**src/rtl/pong_sprite_engine.sv**
```systemverilog
// Moves NUM_OBJ rectangular sprites (paddles or bouncing balls) once per frame-derived tick
// and overlays their colours on the background with one pixel clock of latency.
module pong_sprite_engine #(
  parameter int                         NUM_OBJ   = 2,
  parameter int                         H_RES     = 640,
  parameter int                         V_RES     = 480,
  parameter int                         OBJ_W     = 32,
  parameter int                         OBJ_H     = 32,
  parameter int                         STEP      = 2,
  parameter int                         FRAME_DIV = 1,
  parameter logic [NUM_OBJ-1:0]         MODE_MASK = 2'b10,
  parameter logic [10*NUM_OBJ-1:0]      INIT_X    = {10'd300, 10'd100},
  parameter logic [9*NUM_OBJ-1:0]       INIT_Y    = {9'd200, 9'd100},
  parameter logic [24*NUM_OBJ-1:0]      COLOR     = {24'h00FF00, 24'h0000FF}
) (
  input  logic                    iVGA_CLK,
  input  logic                    reset,
  input  logic                    iVS,
  input  logic                    iBLANK_n,
  input  logic [9:0]              pixel_x,
  input  logic [8:0]              pixel_y,
  input  logic [23:0]             bg_bgr,
  input  logic [4*NUM_OBJ-1:0]    btn_n,
  input  logic                    enable,
  output logic [23:0]             oBGR,
  output logic [NUM_OBJ-1:0]      oHIT,
  output logic [10*NUM_OBJ-1:0]   obj_x,
  output logic [9*NUM_OBJ-1:0]    obj_y,
  output logic                    move_tick,
  output logic                    collide
);

  localparam logic signed [10:0] LP_STEP = 11'(STEP);
  localparam logic signed [10:0] LP_XMAX = 11'(H_RES - OBJ_W);
  localparam logic signed [10:0] LP_YMAX = 11'(V_RES - OBJ_H);
  localparam logic [10:0]        LP_WU   = 11'(OBJ_W);
  localparam logic [10:0]        LP_HU   = 11'(OBJ_H);
  localparam logic [9:0]         LP_WPX  = 10'(OBJ_W);
  localparam logic [8:0]         LP_HPX  = 9'(OBJ_H);
  localparam logic [7:0]         LP_DIV_LAST = 8'(FRAME_DIV - 1);

  logic                r_vs_d1, r_vs_d2;
  logic [7:0]          r_frame_cnt;
  logic                r_move_tick, r_collide;
  logic [9:0]          r_x [NUM_OBJ];
  logic [8:0]          r_y [NUM_OBJ];
  logic [NUM_OBJ-1:0]  r_dx, r_dy;
  logic [23:0]         r_bgr;
  logic [NUM_OBJ-1:0]  r_hit;

  logic                w_frame_evt, w_tick_now, w_collide;
  logic [9:0]          w_nx [NUM_OBJ];
  logic [8:0]          w_ny [NUM_OBJ];
  logic [NUM_OBJ-1:0]  w_ndx, w_ndy;
  logic [NUM_OBJ-1:0]  w_hit;
  logic [23:0]         w_bgr;

  assign w_frame_evt = r_vs_d2 & ~r_vs_d1;
  assign w_tick_now  = w_frame_evt & enable & (r_frame_cnt == LP_DIV_LAST);

  // Next positions use only pre-tick state so every sprite sees the same snapshot.
  always_comb begin : p_move
    logic               w_pad_hit, w_dir, w_wall;
    logic signed [10:0] w_cx, w_cy;
    logic [3:0]         w_press;
    w_collide = 1'b0;
    w_pad_hit = 1'b0;
    w_dir     = 1'b0;
    w_wall    = 1'b0;
    w_cx      = '0;
    w_cy      = '0;
    w_press   = '0;
    w_ndx     = r_dx;
    w_ndy     = r_dy;
    for (int i = 0; i < NUM_OBJ; i++) begin
      w_cx = $signed({1'b0, r_x[i]});
      w_cy = $signed({2'b00, r_y[i]});
      if (MODE_MASK[i]) begin
        w_pad_hit = 1'b0;
        for (int j = 0; j < NUM_OBJ; j++) begin
          if (!MODE_MASK[j] &&
              ({1'b0, r_x[i]} < {1'b0, r_x[j]} + LP_WU) &&
              ({1'b0, r_x[j]} < {1'b0, r_x[i]} + LP_WU) &&
              ({2'b00, r_y[i]} < {2'b00, r_y[j]} + LP_HU) &&
              ({2'b00, r_y[j]} < {2'b00, r_y[i]} + LP_HU))
            w_pad_hit = 1'b1;
        end
        w_collide = w_collide | w_pad_hit;
        w_dir     = r_dx[i] ^ w_pad_hit;
        w_cx      = w_dir ? (w_cx + LP_STEP) : (w_cx - LP_STEP);
        w_wall    = (w_cx < 0) || (w_cx > LP_XMAX);
        // A paddle bounce already reversed dx; a wall on the same tick must not undo it.
        w_ndx[i]  = w_dir ^ (w_wall & ~w_pad_hit);
        w_dir     = r_dy[i];
        w_cy      = w_dir ? (w_cy + LP_STEP) : (w_cy - LP_STEP);
        w_wall    = (w_cy < 0) || (w_cy > LP_YMAX);
        w_ndy[i]  = w_dir ^ w_wall;
      end else begin
        w_press = ~btn_n[4*i +: 4];
        if (w_press[0] && !w_press[1])      w_cy = w_cy - LP_STEP;
        else if (w_press[1] && !w_press[0]) w_cy = w_cy + LP_STEP;
        if (w_press[2] && !w_press[3])      w_cx = w_cx - LP_STEP;
        else if (w_press[3] && !w_press[2]) w_cx = w_cx + LP_STEP;
      end
      if (w_cx < 0)            w_nx[i] = '0;
      else if (w_cx > LP_XMAX) w_nx[i] = 10'(LP_XMAX);
      else                     w_nx[i] = w_cx[9:0];
      if (w_cy < 0)            w_ny[i] = '0;
      else if (w_cy > LP_YMAX) w_ny[i] = 9'(LP_YMAX);
      else                     w_ny[i] = w_cy[8:0];
    end
  end

  // Modulo subtraction rejects pixels left of / above the sprite as large values.
  always_comb begin : p_render
    logic [9:0] w_ox;
    logic [8:0] w_oy;
    w_ox  = '0;
    w_oy  = '0;
    w_hit = '0;
    w_bgr = bg_bgr;
    for (int i = NUM_OBJ - 1; i >= 0; i--) begin
      w_ox     = pixel_x - r_x[i];
      w_oy     = pixel_y - r_y[i];
      w_hit[i] = (w_ox < LP_WPX) && (w_oy < LP_HPX);
      if (w_hit[i]) w_bgr = COLOR[24*i +: 24];
    end
    if (!iBLANK_n) w_bgr = '0;
  end

  always_ff @(posedge iVGA_CLK or posedge reset) begin
    if (reset) begin
      r_vs_d1     <= 1'b1;
      r_vs_d2     <= 1'b1;
      r_frame_cnt <= '0;
      r_move_tick <= 1'b0;
      r_collide   <= 1'b0;
      r_dx        <= '1;
      r_dy        <= '1;
      r_bgr       <= '0;
      r_hit       <= '0;
      for (int i = 0; i < NUM_OBJ; i++) begin
        r_x[i] <= INIT_X[10*i +: 10];
        r_y[i] <= INIT_Y[9*i +: 9];
      end
    end else begin
      r_vs_d1     <= iVS;
      r_vs_d2     <= r_vs_d1;
      if (w_frame_evt && enable)
        r_frame_cnt <= (r_frame_cnt == LP_DIV_LAST) ? 8'd0 : r_frame_cnt + 8'd1;
      r_move_tick <= w_tick_now;
      r_collide   <= w_tick_now & w_collide;
      r_bgr       <= w_bgr;
      r_hit       <= w_hit;
      if (w_tick_now) begin
        r_dx <= w_ndx;
        r_dy <= w_ndy;
        for (int i = 0; i < NUM_OBJ; i++) begin
          r_x[i] <= w_nx[i];
          r_y[i] <= w_ny[i];
        end
      end
    end
  end

  for (genvar g = 0; g < NUM_OBJ; g++) begin : g_pos
    assign obj_x[10*g +: 10] = r_x[g];
    assign obj_y[9*g +: 9]   = r_y[g];
  end

  assign oBGR      = r_bgr;
  assign oHIT      = r_hit;
  assign move_tick = r_move_tick;
  assign collide   = r_collide;

endmodule

```
**config.mk**
```make
export PLATFORM = sky130hd
export DESIGN_NAME = pong_sprite_engine
export DESIGN_NICKNAME = d
export VERILOG_FILES = /design/src/rtl/pong_sprite_engine.sv
export SDC_FILE = /design/constraint.sdc
export NUM_CORES = 1
export LEC_CHECK = 0
export CAP_MARGIN = 5
export CELL_PAD_IN_SITES_DETAIL_PLACEMENT = 0
export CELL_PAD_IN_SITES_GLOBAL_PLACEMENT = 2
export CORE_ASPECT_RATIO = 1.5
export CORE_MARGIN = 2
export CORE_UTILIZATION = 30
export CTS_BUF_LIST = sky130_fd_sc_hd__clkbuf_8
export DETAILED_ROUTE_END_ITERATION = 16
export PLACE_DENSITY = 0.78
export REMOVE_ABC_BUFFERS = 1
export SYNTH_ARGS = -nofsm -noshare
export SYNTH_HDL_FRONTEND = slang
export SYNTH_SLANG_ARGS = --single-unit
```
**constraint.sdc**
```tcl
create_clock -name iVGA_CLK -period 5 [get_ports iVGA_CLK]
set_input_delay 0.5 -clock iVGA_CLK [delete_from_list [all_inputs] [get_ports iVGA_CLK]]
set_output_delay 0.5 -clock iVGA_CLK [all_outputs]
set_load 0.1 [all_outputs]
```
==> flow_metrics.env, run 1 <==
export IMPL_wire_per_inst_microns=17.6
export IMPL_numCtsBuffers=9
export IMPL_ys_seq_area_share_pct=29.8
export IMPL_antenna_cells=0
export IMPL_worstPathMaxFanout=6
export IMPL_cts_sinks=74
export IMPL_clock_root_buffer="clkbuf_8"
export IMPL_pwr_share_comb_pct=73.9
export IMPL_synth_top_family_by_area="compound AO/OA/AOI/OAI gates"
export IMPL_relSlewSlack_pct=31.4
export IMPL_htreeDepth=3
export IMPL_skew_ns=0.0106
export IMPL_synthToLayoutAreaGrowth_pct=29.2
export IMPL_synth_largest_area_cell="dfrtp_1"
export IMPL_yosysWarnings=0
export IMPL_die_w_microns=122
export IMPL_crit_path_max_incr_delay_ns=0.62
export IMPL_track_usage_pct=17.7
export IMPL_fin_crit_sh_pct=94.5
export IMPL_drt_iter0_markers=255
export IMPL_p_leak_uw=0.00343
export IMPL_start_util_pct=30.7
export IMPL_startpoint_type="flop"
export IMPL_routed_wl_microns=19300
export IMPL_route_vias_total=5769
export IMPL_yosys_most_used_dff="dfrtp_1"
export IMPL_syn_inst=702
export IMPL_yosysTopAreaCellShare_pct=22.7
export IMPL_place_congestion=0.848
export IMPL_antenna_found_initial=0
export IMPL_max_slew_worst_pin_slew_ns=1.03
export IMPL_regArea_sq_um=1870
export IMPL_viasPerCell=5.24
export IMPL_crit_type="reg -> reg"
export IMPL_final_max_slew_viol_count=0
export IMPL_final_core_util_pct=39.6
export IMPL_muxShareOfSynthArea_pct=0.795
export IMPL_firstDrtPassIters=5
export IMPL_grt_first_pass_wirelength_microns=30900
export IMPL_worst_setup_path_end_kind="flop"
export IMPL_dp_slack_ns=-0.103
export IMPL_worstPathArrival_ns=5.00
export IMPL_fin_nets=974
export IMPL_core_area_sq_um=20500
export IMPL_clk_path_buf_depth=2
export IMPL_avgSynthCellArea_sq_um=8.96
export IMPL_ys_async_sr_fraction_pct=100
export IMPL_grt_max_degree=57
export IMPL_ios=122
export IMPL_drive_above_1_share_pct=11.5
export IMPL_io_buffers=111
export IMPL_synth_cell_area_sq_um=6290
export IMPL_setup_slack_ns=0.274
export IMPL_fillerInstances=2117
export IMPL_die_h_microns=181
export IMPL_cp_cell_sequence="ha_1 -> nand3_1 -> xor2_1 -> ha_1 -> nor2b_1 -> o22ai_1 -> nand4_1 -> nor4_4 -> buf_4 -> xnor2_4 -> buf_4 -> fa_1 -> buf_4 -> a21o_1 -> a21oi_1 -> xnor2_1 -> o311ai_1 -> and3_2 -> o2111ai_1 -> o311ai_0"
export IMPL_maxCapViolCount=0
export IMPL_power_share_clock_pct=7.6
export IMPL_ant_nets=0
export IMPL_clk_latency_ns=0.37
export IMPL_yosysUniqueCellTypes=80
export IMPL_path_clk_slew_ns=0.08
export IMPL_drt_drc_violations_left=0
export IMPL_min_path_type="reg -> reg"
export IMPL_synth_edf_count=0
export IMPL_num_rows=64
export IMPL_cellPowerDensity_nw_per_um2=699
export IMPL_place_hpwl_microns=14900
export IMPL_yosys_area_share_adder_pct=17.2
export IMPL_dieArea_sq_um=22200
export IMPL_synth_xor_area_share_pct=7.60
export IMPL_cts_tree="yes"
export IMPL_synth_simple_area_share_pct=17.9
export IMPL_path_common_cell="buf_4"
export IMPL_grt_ovfl_total=0
export IMPL_pwr_share_seq_pct=18.5
export IMPL_switching_share_pct=55.8
export IMPL_max_freq_mhz=212
export IMPL_hold_viol_final=0
export IMPL_status="finished, final reports clean"
export IMPL_synth_compound_area_share_pct=21.4
export IMPL_grt_pass1_vias=5897
export IMPL_crit_path_top_delay_cell="dfstp_2"
export IMPL_ys_ff_latch=74
export IMPL_setup_viol=0
export IMPL_fin_crit_ns=4.73
export IMPL_switchingPower_uw=3170
export IMPL_peakVddDrop_v=0.000397
export IMPL_postCtsHoldBufs=0
export IMPL_power_internal_uw=2510
export IMPL_multi_input_area_sq_um=4240
export IMPL_required_ns=5.27
export IMPL_synth_area_top_cells="dfrtp_1 (23%), ha_1 (17%), dfstp_2 (7.1%)"
-- cell usage after synthesis, types with 5 or more instances --
| master | number |
|---|---|
| a21o_1 | 9 |
| a21oi_1 | 42 |
| a31oi_1 | 13 |
| and3_1 | 6 |
| and3b_2 | 5 |
| buf_2 | 7 |
| buf_4 | 5 |
| clkbuf_1 | 7 |
| dfrtp_1 | 57 |
| dfstp_2 | 17 |
| ha_1 | 85 |
| inv_1 | 49 |
| mux2i_1 | 5 |
| nand2_1 | 52 |
| nand2b_1 | 6 |
| nand3_1 | 26 |
| nand4_1 | 14 |
| nor2_1 | 36 |
| nor2b_1 | 9 |
| nor3_1 | 14 |
| nor3b_1 | 5 |
| nor4_1 | 5 |
| o211ai_1 | 8 |
| o21a_1 | 17 |
| o21ai_0 | 44 |
| o21ai_1 | 5 |
| o22ai_1 | 9 |
| o31ai_1 | 9 |
| or3_1 | 5 |
| xnor2_1 | 37 |
| xor2_1 | 13 |
-- cell type report --
type	count	share of cell area [%]
multi-input combinational	557	52.2
sequential	74	23.0
timing repair buffer	139	16.3
tap	264	4.06
inverter	51	2.36
clock buffer	10	1.69
clock inverter	6	0.416
-- placed cells by master (no fill, tap or decap), drive strengths merged, types with 10 or more instances in the layout --
cell type and count:
nand2 52, dfrtp 57, xnor2 37, nor2 38, a31oi 13, nand3 26, dfstp 17, xor2 14
clkdlybuf4s50 111, a21oi 42, nor3 15, inv 54, nand4 14, clkbuf 10, buf 28, ha 85
o21ai 49, o21a 17
-- worst max-delay path, delay by kind of cell (launching register included) --
kind	cells	cell delay, ns
AO/OA/AOI/OAI	6	1.04
XOR/XNOR	3	0.47
adder cells (fa/ha/maj)	3	0.94
buffers and inverters	3	0.54
flip-flops	1	0.62
AND/OR/NAND/NOR	5	1.03
-- routing by layer --
metal	vias up	GRT usage, %	part of all wire (%)	wire length [microns]
met5	-	0	0	0
met4	0	7.77	3.4	653
met3	37	2.51	2.8	544
met2	109	31.5	53	10200
met1	2782	20.7	41	7950
li1	2841	-	-	-
-- logic make-up after synthesis --
family / after synthesis
compound gates: 201
xor+xnor: 52
fa+ha+maj: 86
buf+inv: 75
flops: 74
mux: 5
other cells: 1
simple gates: 208
-- sequential cells by signal, summed over array words and instances, names as in the netlist --
| register | count |
|---|---|
| collide | 1 |
| oBGR | 24 |
| obj_y | 16 |
| r_dy | 1 |
| obj_x | 18 |
| r_vs_d1 | 1 |
| move_tick | 1 |
| r_dx | 1 |
| r_vs_d2 | 1 |
| r_frame_cnt | 8 |
| oHIT | 2 |
-- power by group through the flow --
stage | Combinational, uW | Clock (uW) | Sequential, uW
6_report | 4190 | 433 | 1050
5_1_grt | 4580 | 479 | 1090
4_1_cts | 3940 | 457 | 1050
3_5_place_dp | 3890 | 0 | 1060
3_3_place_gp | 3820 | 0 | 1060
2_1_floorplan | 1990 | 0 | 1860
-- per-stage QoR --
| stage | power (uW) | cells | setup TNS, ns | instance area, sq um | hold WS, ns |
|---|---|---|---|---|---|
| floorplan | 3850 | 681 | -0.182 | 6160 | 0.358 |
| global placement | 4870 | 1082 | -0.298 | 7800 | 0.366 |
| detailed placement | 4950 | 1082 | -0.730 | 7800 | 0.362 |
| CTS | 5450 | 1098 | 0 | 7990 | 0.374 |
| global route | 6140 | 1101 | -0.0308 | 8130 | 0.382 |
| finish | 5680 | 1101 | 0 | 8130 | 0.373 |
-- final timing paths --
check / start / end / slack [ns] / cells after the start
worst max-delay path: obj_x[15] / r_dx[1] / 0.27 / 20
min in group asynchronous: reset / oBGR[20] / 0.44 / 2
max in group asynchronous: reset / obj_y[1] / 3.44 / 3
worst min-delay path: r_vs_d1 / r_vs_d2 / 0.37 / 0
worst min register to register: r_vs_d1 / r_vs_d2 / 0.37 / 0
worst max register to register: obj_x[15] / r_dx[1] / 0.27 / 20
-- repair_timing --
action / 4_1_cts / 5_1_grt
cloned: 0 / 1
gates resized for setup: 3 / 17
buffers inserted: 0 / 1
endpoints found under the hold margin: 0 / 0
pin swaps: 0 / 3
setup endpoints to repair: 10 / 10
Power figures use the tool's default switching activity.
==> run 2, diff against run 1 <==
Settings changed: PLACE_DENSITY 0.78 to not set, PLACE_DENSITY_LB_ADDON set to 0.1.
==> flow_metrics.env, run 2 (synthesis results as in run 1) <==
export IMPL_status="finished, final reports clean"
export IMPL_path_delay_family="compound AO/OA/AOI/OAI gates"
export IMPL_htreeDepth=3
export IMPL_crit_type="reg -> reg"
export IMPL_place_hpwl_microns=15100
export IMPL_dieArea_sq_um=22200
export IMPL_io_buffers=111
export IMPL_p_leak_uw=0.00343
export IMPL_ant_nets=0
export IMPL_routed_wl_microns=19400
export IMPL_cp_cell_sequence="inv_1 -> ha_1 -> inv_1 -> ha_1 -> o21a_1 -> o211ai_1 -> a31oi_1 -> nor4_2 -> buf_4 -> xnor2_2 -> ha_1 -> and3_1 -> a2111oi_4 -> xnor2_1 -> o311ai_0 -> and3_1 -> o2111ai_1 -> o311ai_0"
export IMPL_rsz0062_at_grt="no"
export IMPL_worstPathMaxFanout=7
export IMPL_fin_nets=973
export IMPL_holdWs_ns=0.379
export IMPL_synthToLayoutAreaGrowth_pct=28.5
export IMPL_die_w_microns=122
export IMPL_antenna_found_initial=0
export IMPL_fin_crit_ns=4.62
export IMPL_max_slew_worst_pin_slew_ns=1.03
export IMPL_crit_path_max_incr_delay_ns=0.64
export IMPL_grt_ovfl_total=0
export IMPL_final_cell_mix="clkdlybuf4s50_1 (111), ha_1 (84), dfrtp_1 (57)"
export IMPL_drive_above_1_share_pct=10.8
export IMPL_ios=122
export IMPL_path_common_cell="ha_1"
export IMPL_hold_viol_final=0
export IMPL_grt_max_degree=48
export IMPL_firstDrtPassIters=6
export IMPL_critPathBufInv=3
export IMPL_min_path_type="reg -> reg"
export IMPL_worst_setup_path_end_kind="flop"
export IMPL_relSlewSlack_pct=30.9
export IMPL_die_h_microns=181
export IMPL_wire_per_inst_microns=17.7
export IMPL_skew_ns=0.0139
export IMPL_grt_first_pass_wirelength_microns=31100
export IMPL_required_ns=5.27
export IMPL_place_congestion=0.801
export IMPL_track_usage_pct=17.9
export IMPL_maxCapViolCount=0
export IMPL_power_internal_uw=2560
export IMPL_path_clk_slew_ns=0.09
export IMPL_setup_viol=0
export IMPL_clk_path_buf_depth=2
export IMPL_numCtsBuffers=9
export IMPL_clock_root_buffer="clkbuf_8"
export IMPL_max_freq_mhz=217
export IMPL_drt_iter0_markers=246
export IMPL_core_area_sq_um=20500
export IMPL_worstHoldStart="r_vs_d1"
export IMPL_cts_sinks=74
export IMPL_clk_latency_ns=0.37
export IMPL_cellPowerDensity_nw_per_um2=706
export IMPL_fin_crit_sh_pct=92.4
export IMPL_drt_drc_violations_left=0
export IMPL_switching_share_pct=55.2
export IMPL_largest_reg_flops=24
export IMPL_num_rows=64
export IMPL_worstPathArrival_ns=4.89
export IMPL_final_core_util_pct=39.4
export IMPL_route_vias_total=5677
export IMPL_power_share_clock_pct=9.2
export IMPL_start_util_pct=30.7
export IMPL_pwr_share_comb_pct=72.4
export IMPL_viasPerCell=5.16
export IMPL_crit_path_top_delay_cell="dfstp_2"
export IMPL_antenna_cells=0
export IMPL_switchingPower_uw=3150
export IMPL_pwr_share_seq_pct=18.4
export IMPL_grt_pass1_vias=5802
export IMPL_peakVddDrop_v=0.000391
export IMPL_final_max_slew_viol_count=0
export IMPL_final_common_cell="clkdlybuf4s50_1"
export IMPL_cts_tree="yes"
export IMPL_r2r_start="obj_y[15]"
export IMPL_startpoint="obj_y[15]"
export IMPL_startpoint_type="flop"
-- run 2: cell count changes in the layout (fill, tap and decap cells not counted), moves of 2 or more --
| cell | change |
|---|---|
| xor2_2 | -2 |
| inv_1 | -2 |
| inv_6 | +2 |
| ha_4 | -3 |
| ha_1 | +2 |
| xor2_1 | +2 |
-- run 2: what timing repair did --
action	CTS	global route
gates resized for setup	0	10
buffers inserted	0	1
hold buffers	0	0
setup endpoints to repair	0	10
-- run 2: cell type report --
cell class	instances	area, sq um
tap	264	330
fill	2104	12400
multi-input combinational	557	4170
sequential	74	1870
clock inverter	6	70.1
timing repair buffer	138	1310
clock buffer	10	138
inverter	51	191
-- run 2: metal layers --
layer / global-route usage [%] / vias to the layer above / wire [microns]
met5: 0 / - / 0
met4: 5.84 / 0 / 465
met3: 2.86 / 28 / 583
met2: 31.7 / 110 / 10200
met1: 21.7 / 2703 / 8140
li1: - / 2836 / -
-- run 2: worst register-to-register path: stages (launching register included) --
cell and delay, ns:
dfstp_2 0.64, inv_1 0.14, ha_1 0.30, inv_1 0.05, ha_1 0.26, o21a_1 0.17, o211ai_1 0.16, a31oi_1 0.11
nor4_2 0.31, buf_4 0.18, xnor2_2 0.16, ha_1 0.34, and3_1 0.23, a2111oi_4 0.42, xnor2_1 0.20, o311ai_0 0.23
and3_1 0.28, o2111ai_1 0.18, o311ai_0 0.16
-- run 2: final timing paths --
| kind | to | slack [ns] | depth (start not counted) |
|---|---|---|---|
| hold reg to reg | r_vs_d2 | 0.38 | 0 |
| setup reg to reg | r_dx[1] | 0.38 | 18 |
| setup / recovery | r_dx[1] | 0.38 | 18 |
| min in group asynchronous | oBGR[18] | 0.68 | 2 |
| max in group asynchronous | obj_y[5] | 3.26 | 3 |
| hold / removal | r_vs_d2 | 0.38 | 0 |
-- run 2: power by group through the flow --
stage / clock, uW / combinational (uW) / sequential [uW]
finish: 523 / 4130 / 1050
CTS: 552 / 3990 / 1050
detailed placement: 0 / 3970 / 1060
global placement: 0 / 3930 / 1060
global route: 575 / 4510 / 1090
floorplan: 0 / 1990 / 1860
-- run 2: metrics by stage --
step / cell area (sq um) / setup TNS, ns / setup WS (ns) / total power, uW / std cells
6_report: 8080 / 0 / 0.381 / 5710 / 1100
5_1_grt: 8080 / 0 / 0.0320 / 6170 / 1100
4_1_cts: 8010 / 0 / 0.0563 / 5600 / 1098
3_5_place_dp: 7800 / 0 / 0.103 / 5030 / 1082
3_3_place_gp: 7800 / 0 / 0.153 / 4980 / 1082
2_1_floorplan: 6160 / -0.182 / -0.0574 / 3850 / 681
